File: src/rtl/uart_rx_pkg.sv
// Shared types and constants for the UART receive path.
package uart_rx_pkg;

  typedef enum logic [2:0] {
    StIdle,
    StStart,
    StData,
    StParity,
    StStop
  } rx_state_e;

  localparam logic ParEven = 1'b0;
  localparam logic ParOdd  = 1'b1;

  // Samples are taken at mid-bit and one clock either side of it.
  localparam int unsigned SampleSpan = 1;

  function automatic logic majority3(input logic [2:0] s);
    return (s[0] & s[1]) | (s[0] & s[2]) | (s[1] & s[2]);
  endfunction

endpackage

File: src/rtl/uart_rx_sampler.sv
// Per-bit edge counter with three-point mid-bit majority sampling.
module uart_rx_sampler
  import uart_rx_pkg::*;
#(
  parameter int unsigned PRESCALE = 8
) (
  input  logic clk,
  input  logic rst_n,
  input  logic en,
  input  logic rx,
  output logic sampled,
  output logic bit_end
);

  localparam int unsigned EW = $clog2(PRESCALE);
  localparam logic [EW-1:0] EdgeLast    = EW'(PRESCALE - 1);
  localparam logic [EW-1:0] SampleEarly = EW'(PRESCALE / 2 - SampleSpan);
  localparam logic [EW-1:0] SampleMid   = EW'(PRESCALE / 2);
  localparam logic [EW-1:0] SampleLate  = EW'(PRESCALE / 2 + SampleSpan);

  logic [EW-1:0] edge_cnt_q, edge_cnt_d;
  logic [2:0]    smp_q, smp_d;

  always_comb begin
    edge_cnt_d = '0;
    smp_d      = smp_q;
    if (en) begin
      if (edge_cnt_q != EdgeLast) edge_cnt_d = edge_cnt_q + 1'b1;
      if (edge_cnt_q == SampleEarly) smp_d[0] = rx;
      if (edge_cnt_q == SampleMid)   smp_d[1] = rx;
      if (edge_cnt_q == SampleLate)  smp_d[2] = rx;
    end
  end

  always_ff @(posedge clk or negedge rst_n) begin
    if (!rst_n) begin
      edge_cnt_q <= '0;
      smp_q      <= '0;
    end else begin
      edge_cnt_q <= edge_cnt_d;
      smp_q      <= smp_d;
    end
  end

  assign bit_end = en && (edge_cnt_q == EdgeLast);
  assign sampled = majority3(smp_q);

endmodule

File: src/rtl/uart_rx_ctrl.sv
// UART receive frame controller: start/data/parity/stop sequencing, deserializer and
// result reporting toward the external parity checker and the consumer.
module uart_rx_ctrl
  import uart_rx_pkg::*;
#(
  parameter int unsigned DATA_WIDTH = 8,
  parameter int unsigned PRESCALE   = 8
) (
  input  logic                  CLK,
  input  logic                  RST,
  input  logic                  RX_IN,
  input  logic                  PAR_EN,
  input  logic                  PAR_TYP,
  input  logic                  par_err,
  output logic                  par_chk_en,
  output logic                  par_bit,
  output logic                  par_calc,
  output logic [DATA_WIDTH-1:0] P_DATA,
  output logic                  data_valid,
  output logic                  par_err_flag,
  output logic                  stp_err_flag,
  output logic                  busy
);

  localparam int unsigned BW = $clog2(DATA_WIDTH + 1);
  localparam logic [BW-1:0] BitLast = BW'(DATA_WIDTH - 1);

  rx_state_e             state_q, state_d;
  logic [BW-1:0]         bit_cnt_q, bit_cnt_d;
  logic [DATA_WIDTH-1:0] shift_q, shift_d;
  logic [DATA_WIDTH-1:0] p_data_q, p_data_d;
  logic                  par_en_q, par_en_d;
  logic                  par_typ_q, par_typ_d;
  logic                  par_bad_q, par_bad_d;
  logic                  data_valid_q, data_valid_d;
  logic                  par_err_flag_q, par_err_flag_d;
  logic                  stp_err_flag_q, stp_err_flag_d;
  logic                  sampled, bit_end;

  uart_rx_sampler #(
    .PRESCALE(PRESCALE)
  ) u_sampler (
    .clk    (CLK),
    .rst_n  (RST),
    .en     (state_q != StIdle),
    .rx     (RX_IN),
    .sampled(sampled),
    .bit_end(bit_end)
  );

  always_comb begin
    state_d        = state_q;
    bit_cnt_d      = bit_cnt_q;
    shift_d        = shift_q;
    p_data_d       = p_data_q;
    par_en_d       = par_en_q;
    par_typ_d      = par_typ_q;
    par_bad_d      = par_bad_q;
    data_valid_d   = 1'b0;
    par_err_flag_d = 1'b0;
    stp_err_flag_d = 1'b0;
    par_chk_en     = 1'b0;
    unique case (state_q)
      StIdle: begin
        if (!RX_IN) begin
          state_d   = StStart;
          bit_cnt_d = '0;
          par_bad_d = 1'b0;
          par_en_d  = PAR_EN;
          par_typ_d = PAR_TYP;
        end
      end
      StStart: begin
        // A high majority means the falling edge was a glitch.
        if (bit_end) state_d = sampled ? StIdle : StData;
      end
      StData: begin
        if (bit_end) begin
          shift_d = {sampled, shift_q[DATA_WIDTH-1:1]};
          if (bit_cnt_q == BitLast) begin
            bit_cnt_d = '0;
            state_d   = par_en_q ? StParity : StStop;
          end else begin
            bit_cnt_d = bit_cnt_q + 1'b1;
          end
        end
      end
      StParity: begin
        par_chk_en = bit_end;
        if (bit_end) begin
          par_bad_d = par_err;
          state_d   = StStop;
        end
      end
      StStop: begin
        if (bit_end) begin
          state_d = StIdle;
          if (!sampled) begin
            stp_err_flag_d = 1'b1;
          end else if (par_bad_q) begin
            par_err_flag_d = 1'b1;
          end else begin
            p_data_d     = shift_q;
            data_valid_d = 1'b1;
          end
        end
      end
      default: state_d = StIdle;
    endcase
  end

  always_ff @(posedge CLK or negedge RST) begin
    if (!RST) begin
      state_q        <= StIdle;
      bit_cnt_q      <= '0;
      shift_q        <= '0;
      p_data_q       <= '0;
      par_en_q       <= 1'b0;
      par_typ_q      <= ParEven;
      par_bad_q      <= 1'b0;
      data_valid_q   <= 1'b0;
      par_err_flag_q <= 1'b0;
      stp_err_flag_q <= 1'b0;
    end else begin
      state_q        <= state_d;
      bit_cnt_q      <= bit_cnt_d;
      shift_q        <= shift_d;
      p_data_q       <= p_data_d;
      par_en_q       <= par_en_d;
      par_typ_q      <= par_typ_d;
      par_bad_q      <= par_bad_d;
      data_valid_q   <= data_valid_d;
      par_err_flag_q <= par_err_flag_d;
      stp_err_flag_q <= stp_err_flag_d;
    end
  end

  assign par_calc     = (state_q == StParity) && ((^shift_q) ^ (par_typ_q == ParOdd));
  assign par_bit      = (state_q == StParity) && sampled;
  assign P_DATA       = p_data_q;
  assign data_valid   = data_valid_q;
  assign par_err_flag = par_err_flag_q;
  assign stp_err_flag = stp_err_flag_q;
  assign busy         = (state_q != StIdle);

endmodule

File: config.mk
export PLATFORM = sky130hd
export DESIGN_NAME = uart_rx_ctrl
export DESIGN_NICKNAME = d
export VERILOG_FILES = /design/src/rtl/uart_rx_pkg.sv /design/src/rtl/uart_rx_sampler.sv /design/src/rtl/uart_rx_ctrl.sv
export SDC_FILE = /design/constraint.sdc
export NUM_CORES = 1
export LEC_CHECK = 0
export CORE_ASPECT_RATIO = 1.25
export CORE_UTILIZATION = 25
export DETAILED_ROUTE_END_ITERATION = 8
export GPL_TIMING_DRIVEN = 0
export PLACE_DENSITY_LB_ADDON = 0.3
export SLEW_MARGIN = 20
export SYNTH_ARGS = -nofsm -noshare
export SYNTH_HDL_FRONTEND = slang
export SYNTH_SLANG_ARGS = --single-unit
File: constraint.sdc
create_clock -name CLK -period 4.9 [get_ports CLK]
set_input_delay 0.735 -clock CLK [delete_from_list [all_inputs] [get_ports CLK]]
set_output_delay 0.735 -clock CLK [all_outputs]
set_load 0.005 [all_outputs]
==> impl_metrics.toml <==
[cts]
ctsResizeCount = 0
cts.clk_slew.worst_paths_ns = 0.07
cts_root_buf = "clkbuf_8"
numCtsBuffers = 5
h-tree-depth = 2
cts_setup_buffers = 0
holdBufCountCts = 0
clockBufferDepth = 2
clk_latency_ns = 0.28
cts_tree = "built"
clock_sinks = 35

[worst_setup_path]
reg2reg_setup_slack_ns = 2.93
critPathLaunchType = "flip-flop"
criticalPathCategory = "reg -> out"
cp_slowest_cell = "clkdlybuf4s50_1"
cpMostUsedCell = "xnor2_1"
crit_chain = "xnor2_1, xnor3_1, xnor2_1, and3_1, clkdlybuf4s50_1"
cp.arrival_ns = 2.12
worstPathRequired_ns = 4.16
critPathMaxStageDelay_ns = 0.50
cp-end-kind = "primary output"
crit_fanout = 4

[floorplan]
initial_utilization = 0.259
coreArea_um2 = 6570
die_w_um = 75.8
io_pins = 21
dieHeight_um = 94.2
design.die.area_um2 = 7140
rows = 33

[synthesis]
synth-compound-area-share = 0.0809
synth_area_per_cell_um2 = 12.0
synthMuxAreaShare = 0.132
yosys.area_share.simple = 0.140
synth_cell_types = 39
synth_fa_ha_area_frac = 0.0500
synth-xor-area-share = 0.0441
ys_ff_latch = 35
syn-num-nets = 154
synth_cells = 142
synth_top_family_by_area = "simple AND/OR/NAND/NOR gates"
ys_seq_area_frac = 0.515
yosysTopAreaCell = "dfrtp_1"
yosysWarnings = 0
syn_area_um2 = 1700
yosys-top-cells-area = "dfrtp_1 (51%), mux2_2 (8.6%), mux2_1 (4.6%)"
netlist.area_leader.share = 0.515

[routing]
avgViaCountPerCell = 4.36
drt-initial-drc-count = 11
dr.pass1.iters = 4
ant_nets = 0
vias = 1126
wl_per_cell_um = 11.8
drc = 0
wl_um = 3050

[sta]
final_max_slew_viol_count = 0
setup_tns_ns = 0
period_minus_slack_ns = 2.85
post-route-period-util = 0.582
relSlewSlack = 0.630
hold_viol_final = 0
max_freq_mhz = 351
tightestPinTransition_ns = 0.541
finClkSkew_ns = 0.00211
rsz0062_at_grt = "false"
setup_viol = 0

[power_and_ir_drop]
power.density_nw_per_um2 = 430
clockPowerShare = 0.292
swShare = 0.313
p_total_mw = 0.925
p_switching_mw = 0.289
pwr-share-comb = 0.299
internal-power_mw = 0.635
p_leak_nw = 1.00
p_seq_frac = 0.409
vdd_drop_max_mv = 0.140

[global_route]
grt_pass1_vias = 1135
gr-usage-all-layers = 0.0984
grt_max_degree = 19
antenna_found_initial = 0
grt_remaining_overflow = 0
grt_pass1_wl_um = 5240

[flow_run]
maxCapViolCount = 0

[finish]
drive_above_1_share = 0.205
layout_commonest_cell = "dfrtp_1"
nNetsFinal = 182
antenna_cells = 0
layout_common_cells = "dfrtp_1 (35), clkdlybuf4s50_1 (19), mux2_2 (13)"
synthToLayoutAreaGrowth_pct = 26.4

[placed_design]
gp_congestion = 0.723
port_buffers = 20
dpl.hpwl_um = 2330

[worst_hold_path]
hp-class = "in -> async"

[outcome]
status = "complete, no violations"
## metrics by stage
stage                util  cell area (um^2)  hold WS (ns)  worst slack (ns)  std cells
finish              0.328              2150         0.393              2.05        258
floorplan               -              1700         0.439              2.92        142
global route        0.328              2150         0.423              1.95        258
CTS                 0.328              2150         0.407              2.01        258
global placement    0.306              2010         0.472              2.27        249
detailed placement  0.310              2030         0.480              2.34        250
## per-layer routing
layer | part of all wire | up-vias | GRT usage
met1 | 0.42 | 539 | 0.109
met5 | 0 | - | 0
met4 | 0.022 | 0 | 0.0463
li1 | - | 558 | -
met3 | 0.036 | 6 | 0.0236
met2 | 0.52 | 23 | 0.171
## worst max-delay path: cells and delay by family (launching register included)
family | cells | cell delay [ns]
xor+xnor | 3 | 0.74
buf+inv | 1 | 0.50
flops | 1 | 0.42
simple gates | 1 | 0.17
## synthesized netlist by cell type, drive strengths merged
library cell and count:
nor2 7, xor2 1, a31oi 1, a2111oi 2, maj3 1, nand2 8
nand2b 2, nor3b 1, and2 1, o2bb2ai 1, o21ai 6, inv 9
xnor2 5, o41ai 1, nor4b 1, a32o 1, or4 1, buf 5
dfrtp 35, a21oi 2, a22o 1, and3 4, mux2 20, nor2b 3
ha 6, nand4 1, xnor3 1, or3b 1, nor4 1, a31o 1
nand3 4, nor3 4, a21o 3, and4 1
## power groups by stage
stage                     clock network (mW)  logic [mW]  registers (mW)
final                                  0.270       0.276           0.378
after CTS                              0.282       0.282           0.378
after global routing                   0.292       0.314           0.386
after floorplan                            0       0.206           0.373
after global placement                     0       0.275           0.384
after detailed placement                   0       0.280           0.384
## flip-flops by register name, indices dropped and copies added, names as in the netlist
signal / flops
P_DATA: 8
shift_q: 8
bit_cnt_q: 4
state_q: 3
u_sampler.edge_cnt_q: 3
u_sampler.smp_q: 3
data_valid: 1
par_bad_q: 1
par_en_q: 1
par_err_flag: 1
par_typ_q: 1
stp_err_flag: 1
## final cells by class
cell class                      count  area [um^2]
Fill cell                         653         4410
Sequential cell                    35          876
Multi-Input combinational cell     93          762
Timing Repair Buffer               21          223
Tap cell                           87          109
Clock buffer                        6         82.6
Clock inverter                      2         35.0
Inverter                            9         33.8
Buffer                              5         30.0
## path summary, 6_finish.rpt
path | start | endpoint | depth (start not counted)
hold / removal | RST | u_sampler.smp_q[2] | 1
max in group asynchronous | RST | par_err_flag | 2
hold reg to reg | P_DATA[5] | P_DATA[5] | 1
min in group CLK | P_DATA[5] | P_DATA[5] | 1
setup reg to reg | u_sampler.edge_cnt_q[0] | shift_q[6] | 6
setup / recovery | shift_q[6] | par_calc | 5
## cell families (layout without fill, tap and decap cells)
| kind of cell | count (synthesis) | in the layout |
|---|---|---|
| xor+xnor | 7 | 7 |
| fa+ha+maj | 7 | 7 |
| flops | 35 | 35 |
| compound gates | 19 | 19 |
| simple gates | 40 | 40 |
| buf+inv | 14 | 43 |
| mux | 20 | 20 |
(Power assumes the default switching activity.)
